===== config.mk =====
export PLATFORM = sky130hd
export DESIGN_NAME = avalon_result_responder_flat
export DESIGN_NICKNAME = d
export VERILOG_FILES = /design/src/rtl/avalon_result_responder_if.sv /design/src/rtl/avalon_result_responder.sv /design/src/flat_wrapper.sv
export SDC_FILE = /design/constraint.sdc
export NUM_CORES = 1
export LEC_CHECK = 0
export BUFFER_PORTS_ARGS = -buffer_cell sky130_fd_sc_hd__buf_4
export CAP_MARGIN = 20
export CORE_ASPECT_RATIO = 1.75
export CORE_MARGIN = 3
export CORE_UTILIZATION = 48
export CTS_BUF_LIST = sky130_fd_sc_hd__clkbuf_16
export CTS_CLUSTER_DIAMETER = 40
export DETAILED_ROUTE_END_ITERATION = 8
export GPL_TIMING_DRIVEN = 0
export PLACE_DENSITY = 0.85
export SLEW_MARGIN = 25
export SYNTH_ARGS = -nofsm -noshare
export SYNTH_HDL_FRONTEND = slang
export SYNTH_SLANG_ARGS = --single-unit

===== constraint.sdc =====
create_clock -name clk -period 5.2 [get_ports clk]
set_input_delay 0.78 -clock clk [delete_from_list [all_inputs] [get_ports clk]]
set_output_delay 0.78 -clock clk [all_outputs]
set_load 0.01 [all_outputs]

===== src/rtl/avalon_result_responder_if.sv =====
// rtl/avalon_result_responder_if.sv - Avalon-MM bus between the FFT master and the result responder
interface avalon_result_responder_if #(
  parameter int ADDRESSWIDTH = 32,
  parameter int DATAWIDTH    = 32
);
  logic [ADDRESSWIDTH-1:0] avs_address;
  logic                    avs_write;
  logic [DATAWIDTH-1:0]    avs_writedata;
  logic                    avs_read;
  logic [DATAWIDTH-1:0]    avs_readdata;
  logic                    avs_readdatavalid;
  logic                    avs_waitrequest;

  modport master (
    output avs_address, avs_write, avs_writedata, avs_read,
    input  avs_readdata, avs_readdatavalid, avs_waitrequest
  );

  modport slave (
    input  avs_address, avs_write, avs_writedata, avs_read,
    output avs_readdata, avs_readdatavalid, avs_waitrequest
  );
endinterface


===== src/rtl/avalon_result_responder.sv =====
// rtl/avalon_result_responder.sv - Avalon-MM slave that stalls, stores FFT results in SRAM and reports status
module avalon_result_responder #(
  parameter int                    ADDRESSWIDTH   = 32,
  parameter int                    DATAWIDTH      = 32,
  parameter int                    MEM_ADDR_BITS  = 9,
  parameter int                    MEM_DATAWIDTH  = 16,
  parameter logic [ADDRESSWIDTH-1:0] BASE_ADDR    = 32'h0000_0000,
  parameter int                    WAIT_CYCLES    = 2,
  parameter int                    EXPECTED_WORDS = 512
) (
  input  logic                     clk,
  input  logic                     n_rst,
  avalon_result_responder_if.slave bus,
  output logic                     mem_wren,
  output logic                     mem_rden,
  output logic [MEM_ADDR_BITS-1:0] mem_address,
  output logic [MEM_DATAWIDTH-1:0] mem_data,
  input  logic [MEM_DATAWIDTH-1:0] mem_q,
  input  logic                     clear,
  output logic [MEM_ADDR_BITS:0]   word_count,
  output logic                     done,
  output logic                     err_range
);

  typedef enum logic [2:0] {IDLE, WAIT, ACCEPT, RD1, RD2} state_t;

  localparam logic [3:0]             WAIT_INIT = 4'(WAIT_CYCLES);
  localparam logic [MEM_ADDR_BITS:0] COUNT_MAX = (MEM_ADDR_BITS+1)'(EXPECTED_WORDS);

  state_t state, state_next;
  logic [3:0] cnt, cnt_next;
  logic op_write, op_write_next;
  logic op_both, op_both_next;
  logic acc_err;
  logic rd_ok;
  logic req_held;

  // Extra borrow bit catches addresses below the window without a constant compare.
  logic                    borrow;
  logic [ADDRESSWIDTH-1:0] offset;
  logic                    in_range;
  logic [MEM_ADDR_BITS-1:0] index;
  logic                    unused_bits;

  assign {borrow, offset} = {1'b0, bus.avs_address} - {1'b0, BASE_ADDR};
  assign in_range = !borrow && (offset[ADDRESSWIDTH-1:MEM_ADDR_BITS+2] == '0);
  assign index = offset[MEM_ADDR_BITS+1:2];
  assign unused_bits = ^{offset[1:0], bus.avs_writedata[DATAWIDTH-1:MEM_DATAWIDTH]};

  assign req_held = op_write ? bus.avs_write : bus.avs_read;
  assign bus.avs_waitrequest = (state != ACCEPT);
  assign done = (word_count == COUNT_MAX);

  always_comb begin
    state_next    = state;
    cnt_next      = cnt;
    op_write_next = op_write;
    op_both_next  = op_both;
    case (state)
      IDLE: begin
        if (bus.avs_write || bus.avs_read) begin
          op_write_next = bus.avs_write;
          op_both_next  = bus.avs_write && bus.avs_read;
          if (WAIT_CYCLES == 0) begin
            state_next = ACCEPT;
          end else begin
            state_next = WAIT;
            cnt_next   = WAIT_INIT;
          end
        end
      end
      WAIT: begin
        cnt_next = cnt - 4'd1;
        if (!req_held) begin
          state_next = IDLE;
        end else if (cnt <= 4'd1) begin
          state_next = ACCEPT;
        end
      end
      ACCEPT:  state_next = op_write ? IDLE : RD1;
      RD1:     state_next = RD2;
      RD2:     state_next = IDLE;
      default: state_next = IDLE;
    endcase
  end

  always_ff @(posedge clk or negedge n_rst) begin
    if (!n_rst) begin
      state                 <= IDLE;
      cnt                   <= '0;
      op_write              <= 1'b0;
      op_both               <= 1'b0;
      acc_err               <= 1'b0;
      rd_ok                 <= 1'b0;
      mem_wren              <= 1'b0;
      mem_rden              <= 1'b0;
      mem_address           <= '0;
      mem_data              <= '0;
      bus.avs_readdata      <= '0;
      bus.avs_readdatavalid <= 1'b0;
      word_count            <= '0;
      err_range             <= 1'b0;
    end else begin
      state                 <= state_next;
      cnt                   <= cnt_next;
      op_write              <= op_write_next;
      op_both               <= op_both_next;
      mem_wren              <= 1'b0;
      mem_rden              <= 1'b0;
      bus.avs_readdatavalid <= 1'b0;

      // SRAM strobes are set up on entry so they are high during the accept cycle itself.
      if (state_next == ACCEPT) begin
        acc_err <= op_both_next || !in_range;
        rd_ok   <= in_range;
        if (op_write_next) begin
          mem_wren <= in_range;
          if (in_range) begin
            mem_address <= index;
            mem_data    <= bus.avs_writedata[MEM_DATAWIDTH-1:0];
          end
        end else begin
          mem_rden <= in_range;
          if (in_range) begin
            mem_address <= index;
          end
        end
      end

      if (state == RD1) begin
        bus.avs_readdatavalid <= 1'b1;
        bus.avs_readdata      <= rd_ok ? {{(DATAWIDTH-MEM_DATAWIDTH){1'b0}}, mem_q} : '0;
      end

      if (clear) begin
        word_count <= '0;
        err_range  <= 1'b0;
      end else begin
        if (mem_wren && (word_count != COUNT_MAX)) begin
          word_count <= word_count + 1'b1;
        end
        if ((state == ACCEPT) && acc_err) begin
          err_range <= 1'b1;
        end
      end
    end
  end

endmodule


===== src/flat_wrapper.sv =====
// flat-port wrapper written by rule: the top's interface ports become plain ports
module avalon_result_responder_flat 
#(
  parameter int                    ADDRESSWIDTH   = 32,
  parameter int                    DATAWIDTH      = 32,
  parameter int                    MEM_ADDR_BITS  = 9,
  parameter int                    MEM_DATAWIDTH  = 16,
  parameter logic [ADDRESSWIDTH-1:0] BASE_ADDR    = 32'h0000_0000,
  parameter int                    WAIT_CYCLES    = 2,
  parameter int                    EXPECTED_WORDS = 512
)
  (clk, n_rst, mem_wren, mem_rden, mem_address, mem_data, mem_q, clear, word_count, done, err_range, bus_avs_address, bus_avs_write, bus_avs_writedata, bus_avs_read, bus_avs_readdata, bus_avs_readdatavalid, bus_avs_waitrequest);
  avalon_result_responder_if #(.ADDRESSWIDTH(ADDRESSWIDTH), .DATAWIDTH(DATAWIDTH)) bus_i ();
  input  logic clk;
  input  logic n_rst;
  output logic mem_wren;
  output logic mem_rden;
  output logic [MEM_ADDR_BITS-1:0] mem_address;
  output logic [MEM_DATAWIDTH-1:0] mem_data;
  input  logic [MEM_DATAWIDTH-1:0] mem_q;
  input  logic clear;
  output logic [MEM_ADDR_BITS:0] word_count;
  output logic done;
  output logic err_range;
  input wire logic [$bits(bus_i.avs_address)-1:0] bus_avs_address;
  input wire logic [$bits(bus_i.avs_write)-1:0] bus_avs_write;
  input wire logic [$bits(bus_i.avs_writedata)-1:0] bus_avs_writedata;
  input wire logic [$bits(bus_i.avs_read)-1:0] bus_avs_read;
  output wire logic [$bits(bus_i.avs_readdata)-1:0] bus_avs_readdata;
  output wire logic [$bits(bus_i.avs_readdatavalid)-1:0] bus_avs_readdatavalid;
  output wire logic [$bits(bus_i.avs_waitrequest)-1:0] bus_avs_waitrequest;
  assign bus_i.avs_address = bus_avs_address;
  assign bus_i.avs_write = bus_avs_write;
  assign bus_i.avs_writedata = bus_avs_writedata;
  assign bus_i.avs_read = bus_avs_read;
  assign bus_avs_readdata = bus_i.avs_readdata;
  assign bus_avs_readdatavalid = bus_i.avs_readdatavalid;
  assign bus_avs_waitrequest = bus_i.avs_waitrequest;
  avalon_result_responder #(.ADDRESSWIDTH(ADDRESSWIDTH), .DATAWIDTH(DATAWIDTH), .MEM_ADDR_BITS(MEM_ADDR_BITS), .MEM_DATAWIDTH(MEM_DATAWIDTH), .BASE_ADDR(BASE_ADDR), .WAIT_CYCLES(WAIT_CYCLES), .EXPECTED_WORDS(EXPECTED_WORDS)) u_core (.clk(clk), .n_rst(n_rst), .bus(bus_i), .mem_wren(mem_wren), .mem_rden(mem_rden), .mem_address(mem_address), .mem_data(mem_data), .mem_q(mem_q), .clear(clear), .word_count(word_count), .done(done), .err_range(err_range));
endmodule

# Yosys cells after proc, flatten, opt, wreduce, memory -nomap -nowiden
# Index checks and enable logic that the tools add are counted.
# W data, S select, Z words.
[op_classes]
n_eq_ne = 8
magnitude_cmp = 1
reduce_logical = 14
n_addsub = 2
mux = 22
[ops]
columns = ["cell", "count"]
rows = [
  ["$logic_not A21 Y1", 1],
  ["$mux W10", 2],
  ["$mux W16", 1],
  ["$mux W1", 12],
  ["$pmux W3 S4", 1],
  ["$add A10 B1 Y10 const B", 1],
  ["$eq A10 B10 Y1 const B", 1],
  ["$ne A10 B10 Y1 const B", 1],
  ["$eq A3 B2 Y1 const B", 3],
  ["$mux W3", 3],
  ["$pmux W4 S2", 1],
  ["$reduce_bool A2 Y1", 3],
  ["$le A4 B1 Y1 const B", 1],
  ["$mux W4", 1],
  ["$reduce_and A2 Y1", 2],
  ["$sub A4 B1 Y4 const B", 1],
  ["$eq A3 B1 Y1 const B", 1],
  ["$logic_and A1 B1 Y1", 3],
  ["$logic_not A3 Y1", 1],
  ["$ne A3 B2 Y1 const B", 1],
  ["$reduce_and A3 Y1", 1],
  ["$logic_or A1 B1 Y1", 2],
  ["$mux W2", 1],
  ["$ne A2 B1 Y1 const B", 1],
  ["$logic_not A1 Y1", 1],
]
[totals]
word_cells = 61
regBits = 82
output_inout_bits = 73

# Logic depth before layout (Yosys ltp)
# Gate-level depths: netlist of run 1.
[logic_depth]
word_depth = 6
ltp_mapped = 9

# Worst setup path after synthesis of run 1
# No wires, ideal clock.
[synth_path]
kind = "in2reg"
from = "input bus_avs_address[14]"
to = "register u_core.mem_data[10]"
cell_stages = 6
arrival_time_ns = 2.351
path_slack_ns = 2.724
n_path_buf = 2
setup_time_ns = 0.125
cell_sequence = "or4_1 > nor4_2 > and3b_1 > buf_6 > buf_12 > mux2_4"
[synth_via]
elab_chain_len = 2
[synth_rtl]
columns = ["item", "line", "text"]
rows = [
  ["from (decl)", "flat_wrapper.sv:25", "input wire logic [$bits(bus_i.avs_address)-1:0] bus_avs_address;"],
  ["$logic_not A21 Y1", "avalon_result_responder.sv:46", "assign in_range = !borrow && (offset[ADDRESSWIDTH-1:MEM_ADDR_BITS+2] == '0);"],
  ["$reduce_and A3 Y1 (no line)", "n/a", ""],
  ["to (signal assigned)", "avalon_result_responder.sv:120", "mem_data <= bus.avs_writedata[MEM_DATAWIDTH-1:0];"],
  ["to (decl)", "avalon_result_responder.sv:17", "output logic [MEM_DATAWIDTH-1:0] mem_data,"],
]
# Every way passes these cells.
# A chain may end at the register's enable or synchronous reset.

# Final worst setup path of run 1
# Same ends and word-level chain as after synthesis.

==> qor.txt, run 1 <==
Synthesized cell area = 2950 µm²
DRT Wirelength = 6740 µm
Worst setup SP type = input port
Peak supply drop = 0.229 mV
Worst hold path class = reg2reg
CP max-delay cell = or4_1
Wirelength per Cell = 13.7 µm
Root buffer cell = clkbuf_16
Worst endpoint required time = 5400 ps
Max_cap viols = 0
Leak Pwr = 2.30 nW
Multi-input gate area = 1140 µm²
YS warnings = 0
Max-slew violations = 0
Syn_area_per_cell = 11.4 µm²
Cell count of the worst hold path = 2
CP Max Fanout = 10
GP Congestion = 0.816
Die width = 65.3 µm
Initial antenna violation count = 0
I/O Buffers = 123
DRC viols = 0
CTS Hold Buffers Added = 0
Die footprint = 7170 µm²
Sink Count = 66
Non-filler instance count after layout = 492
Vias in the first global route = 2334
Postcts setup bufs = 0
Post-route design area = 4340 µm²
Routed Antenna Nets = 0
H-tree depth = 3
TritonCTS clock tree = built
Final Critical Period = 2410 ps
Starting density of the core = 49.8%
Worst setup EP type = flip-flop
Crit-path max cell delay = 520 ps
Cells along the critical path = buf_4 > or4_1 > nor4_2 > and3b_1 > buf_6 > buf_12 > mux2_4
Gate Count Post-Synth = 260
Fin nets = 498
# setup viols final = 0
DPL Wire Length = 5200 µm
Achievable clock frequency = 416 MHz
Total number of vias = 2363
Clock buffer count from CTS = 9
First-pass GRT wire length = 10400 µm
Antenna Cells = 0
Vias per inst = 4.80
Inst Count DP = 476
Drt pass-1 iters = 4
Critical path class = in2reg
Power per standard cell area = 334 nW/µm²
Instance count on the critical path = 7
CORE AREA = 5930 µm²
Tcrit/Tclk final = 46.3%
RSZ-0062 raised after global routing = false
Rows = 37
DIE HEIGHT = 110 µm
P&R area growth vs syn = 47.0%
Area after DPL = 4030 µm²
Flops & latches, synth = 66
Sequential area share after synthesis = 55.9%
R2R depth = 7
Max Root-Sink Buffers = 2
Largest net degree at the start of global routing = 67
Worst-Skew Late Latency = 320 ps
Iter 0 DRT Violations = 63
Synth cell types = 40
Final Hold Vio Count = 0
Worst path top cell family by delay = simple AND/OR/NAND/NOR gates
CTS clock-pin slew for the worst setup and hold paths = 50 ps
Worst Clk Skew = 6.89 ps
Worst EP arrival = 2600 ps
Total I/O pin count = 158
Sequential cell area = 1650 µm²
Share of post-route cells with drive strength above 1 = 43.5%
Cts repair resizes = 0
Relative slew slack = 46.4%
Setup TNS = 0 ps
Total global routing overflow = 0
Worst-Margin Slew = 804 ps
WP buf/inv = 3
Fillers = 440
GRT Util Overall = 19.0%
Status = finished clean
path summary, 6_finish.rpt:
kind | start | end | slack, ps
setup / recovery | bus_avs_address[14] | u_core.mem_data[10] | 2790
hold reg to reg | u_core.op_both | u_core.op_both | 470
hold / removal | u_core.op_both | u_core.op_both | 470
max in group asynchronous | n_rst | u_core.cnt[0] | 4130
setup reg to reg | u_core.state[1] | u_core.mem_data[10] | 3010
min in group asynchronous | n_rst | u_core.bus.avs_readdata[0] | 560
cell usage in the layout (no fill, tap or decap), types with 3 or more instances in the layout:
cell / instances
nor4_1: 4
o21ai_0: 20
nor2_1: 17
buf_4: 140
dfrtp_1: 66
nand3_1: 3
nor3_1: 5
nand2_1: 39
mux2_2: 9
xnor2_1: 4
ha_1: 4
clkbuf_1: 6
clkbuf_16: 9
inv_1: 10
mux2_4: 10
xor2_1: 7
conb_1: 16
mux2_1: 6
nand4_1: 4
synthesized netlist by cell type:
cell	count	area, µm²
dfrtp_1	66	1650
buf_6	1	11.3
o21a_1	1	7.51
nand4_1	4	25.0
clkbuf_1	6	22.5
nor3_1	5	25.0
a21oi_1	1	5.00
nor4_1	4	25.0
a21o_1	2	15.0
buf_2	1	5.00
conb_1	1	3.75
a31oi_1	2	12.5
nor2_4	1	11.3
and3_1	2	12.5
and4_1	2	17.5
a22o_1	1	8.76
ha_1	4	50.1
o221ai_1	1	8.76
buf_4	17	128
nand2_1	39	146
xor2_1	7	61.3
nand3b_1	1	7.51
mux2_4	10	150
xnor2_1	4	35.0
a41oi_1	1	8.76
and3b_1	2	17.5
nand3_1	3	15.0
mux2i_1	2	20.0
nor2_1	17	63.8
nor2b_1	2	12.5
o21ai_2	1	8.76
o21ai_0	20	100
nor4_2	1	12.5
mux2_1	6	67.6
or3b_1	1	8.76
inv_1	9	33.8
mux2_2	9	101
a31o_2	1	8.76
or4_1	1	7.51
buf_12	1	20.0
flip-flops by register name (all words and copies together), names as in the netlist:
register and count:
u_core.err_range 1, u_core.mem_wren 1, u_core.mem_data 16, u_core.op_both 1, u_core.bus.avs_readdata 16, u_core.state 3
u_core.cnt 4, u_core.rd_ok 1, u_core.mem_address 9, u_core.word_count 10, u_core.acc_err 1, u_core.mem_rden 1
u_core.op_write 1, u_core.bus.avs_readdatavalid 1
worst reg2reg max path, delay by kind of cell, from the launching register on:
family | cells | cell delay, ps
muxes | 1 | 300
AOI/OAI and AO/OA | 1 | 260
DFF | 1 | 430
and+or+nand+nor | 3 | 800
buffers and inverters | 2 | 290
layer usage:
| layer | global-route usage (%) | share of wire [%] |
|---|---|---|
| met5 | 0 | 0 |
| met4 | 9.05 | 2.5 |
| met3 | 5.62 | 7.3 |
| met2 | 33.9 | 55 |
| met1 | 20.1 | 35 |
layout make-up:
cell class / count / share of cell area (%)
inverters: 9 / 0.778
repair buffers: 123 / 21.3
clock buffers: 9 / 5.19
flip-flops and latches: 66 / 38.1
plain buffers: 26 / 4.30
multi-input cells: 174 / 26.2
clock inverters: 7 / 1.96
well taps: 78 / 2.25
cells by family (layout without fill, tap and decap cells):
family	after synthesis	after routing	synth area share (%)
other	1	16	0.127
AOI/OAI and AO/OA	31	31	6.23
buffers and inverters	35	174	7.46
xor gates and xnor gates	11	11	3.26
and+or+nand+nor	85	85	13.8
DFF	66	66	55.9
adders and majority gates	4	4	1.69
muxes	27	27	11.5
stage by stage:
step           power (mW)  hold WS [ps]  setup slack, ps  util, %
6_report             1.45           474             2790     73.2
4_1_cts              1.46           480             2790     73.2
3_3_place_gp        0.831           456             2470     68.0
2_1_floorplan       0.746           441             2720        -
3_5_place_dp        0.843           467             2450     68.0
5_1_grt              1.52           501             2660     73.2
power breakdown:
group	total, mW	switching, mW	internal (mW)
clock network	0.619	0.205	0.414
logic	0.250	0.133	0.117
registers	0.581	0.0306	0.550
total	1.45	0.369	1.08
(Power assumes the default switching activity.)
==> run 2: changes to the inputs <==
--- a/config.mk
+++ b/config.mk
@@ -9,12 +9,12 @@
 export CAP_MARGIN = 20
 export CORE_ASPECT_RATIO = 1.75
 export CORE_MARGIN = 3
-export CORE_UTILIZATION = 48
+export CORE_UTILIZATION = 45
 export CTS_BUF_LIST = sky130_fd_sc_hd__clkbuf_16
 export CTS_CLUSTER_DIAMETER = 40
 export DETAILED_ROUTE_END_ITERATION = 8
 export GPL_TIMING_DRIVEN = 0
-export PLACE_DENSITY = 0.85
+export PLACE_DENSITY = 0.8
 export SLEW_MARGIN = 25
 export SYNTH_ARGS = -nofsm -noshare
 export SYNTH_HDL_FRONTEND = slang
==> constraint.sdc (replaced) <==
create_clock -name clk -period 2.3 [get_ports clk]
set_input_delay 0.345 -clock clk [delete_from_list [all_inputs] [get_ports clk]]
set_output_delay 0.345 -clock clk [all_outputs]
set_load 0.01 [all_outputs]
==> qor.txt, run 2 (synthesis gave the netlist of run 1 again) <==
Status = finished clean
Clock buffer count from CTS = 9
Fin worst setup slack = 103 ps
Iter 0 DRT Violations = 94
Fin nets = 499
Share of post-route cells with drive strength above 1 = 43.7%
CTS clock-pin slew for the worst setup and hold paths = 50 ps
I/O Buffers = 123
Max_cap viols = 0
Worst hold path class = in2async
Worst setup EP type = flip-flop
Starting density of the core = 47.0%
Max-slew violations = 0
Place WS = -36.1 ps
Total number of vias = 2358
Peak supply drop = 0.369 mV
Critical path class = reg2reg
Non-filler instance count after layout = 494
Vias in the first global route = 2449
Worst-Skew Late Latency = 320 ps
CTS Hold Buffers Added = 0
Worst EP arrival = 2400 ps
Multi-input gate area = 1140 µm²
Rows = 38
Die width = 67.2 µm
Total global routing overflow = 0
H-tree depth = 3
Worst Clk Skew = 3.74 ps
Leak Pwr = 2.27 nW
Die footprint = 7610 µm²
Final Critical Period = 2200 ps
DRT Wirelength = 6970 µm
CP max-delay cell = dfrtp_2
Achievable clock frequency = 455 MHz
Root buffer cell = clkbuf_16
Worst setup SP type = flip-flop
Worst-Margin Slew = 819 ps
Hold Worst Slack = 117 ps
Inst Count DP = 478
Sequential cell area = 1650 µm²
Tcrit/Tclk final = 95.5%
Fillers = 529
Crit-path max cell delay = 430 ps
Worst path top cell family by delay = simple AND/OR/NAND/NOR gates
P&R area growth vs syn = 46.0%
WP buf/inv = 3
# setup viols final = 0
DPL Wire Length = 5370 µm
Largest registers = u_core.bus.avs_readdata (16), u_core.mem_data (16), u_core.word_count (10)
Setup TNS = 0 ps
TritonCTS clock tree = built
Sink Count = 66
Initial antenna violation count = 0
DRC viols = 0
Largest net degree at the start of global routing = 67
Cells along the critical path = or3b_1 > clkbuf_4 > nor2_4 > o21ai_4 > and3b_1 > buf_6 > buf_12 > mux2_4
CP Max Fanout = 10
Drt pass-1 iters = 4
Routed Antenna Nets = 0
Power per standard cell area = 716 nW/µm²
CORE AREA = 6280 µm²
Most common cell after layout, fill and taps aside = buf_4
Vias per inst = 4.77
Antenna Cells = 0
Worst endpoint required time = 2510 ps
Most frequent cells in the layout = 141 x buf_4, 65 x dfrtp_1, 39 x nand2_1
Relative slew slack = 45.4%
Total I/O pin count = 158
First-pass GRT wire length = 11000 µm
Max Root-Sink Buffers = 2
GRT Util Overall = 19.3%
DIE HEIGHT = 113 µm
Final Hold Vio Count = 0
Wirelength per Cell = 14.1 µm
GP Congestion = 0.835
run 2: cell types whose count changed in the layout (fill, tap and decap cells not counted):
cell,change
clkinv_2,-1
dfrtp_1,-1
dfrtp_2,+1
clkinvlp_4,+2
o21ai_4,+1
clkbuf_4,+1
bufinv_16,-2
o21ai_2,-1
buf_4,+1
buf_2,-1
inv_1,-1
clkinv_1,+1
run 2: worst paths after layout:
| check | start | end | slack, ps | cells past startpoint |
|---|---|---|---|---|
| max in group asynchronous | n_rst | u_core.state[1] | 1600 | 1 |
| setup / recovery | u_core.state[1] | u_core.mem_data[13] | 100 | 8 |
| hold / removal | n_rst | u_core.mem_data[5] | 120 | 1 |
| hold reg to reg | u_core.bus.avs_readdata[9] | u_core.bus.avs_readdata[9] | 480 | 2 |
| setup reg to reg | u_core.state[1] | u_core.mem_data[13] | 100 | 8 |
| min in group clk | clear | u_core.word_count[0] | 180 | 2 |
run 2: per-layer routing:
metal | up-vias | GRT usage [%] | share of wire [%]
met5 | - | 0 | 0
met4 | 0 | 11.4 | 2.5
met3 | 10 | 4.77 | 7.0
met2 | 96 | 35.1 | 56
met1 | 1102 | 18.7 | 35
li1 | 1150 | - | -
run 2: power by group:
group / internal, mW / switching [mW] / leakage, nW
logic: 0.281 / 0.314 / 1.25
registers: 1.25 / 0.0674 / 0.906
clock network: 0.711 / 0.466 / 0.118
run 2: layout make-up:
cell class                      instances  share of cell area, %
Clock inverter                          6                  0.813
Sequential cell                        66                   38.3
Inverter                                9                  0.784
Tap cell                               80                   2.32
Buffer                                 26                   4.38
Timing Repair Buffer                  124                   21.6
Multi-Input combinational cell        174                   26.6
Clock buffer                            9                   5.22
run 2: timing repair:
| action | 4_1_cts | 5_1_grt |
|---|---|---|
| endpoints found under the setup margin | 0 | 10 |
| buffers inserted | 0 | 1 |
| hold endpoints to repair | 0 | 0 |
| resized for setup | 0 | 3 |
run 2: through the flow:
stage,util (%),total power [mW],area [µm²]
after floorplan,-,1.69,3010
after global placement,64.3,1.88,4030
after detailed placement,64.3,1.90,4030
after CTS,68.4,3.10,4290
after global routing,68.7,3.26,4310
final,68.7,3.09,4310
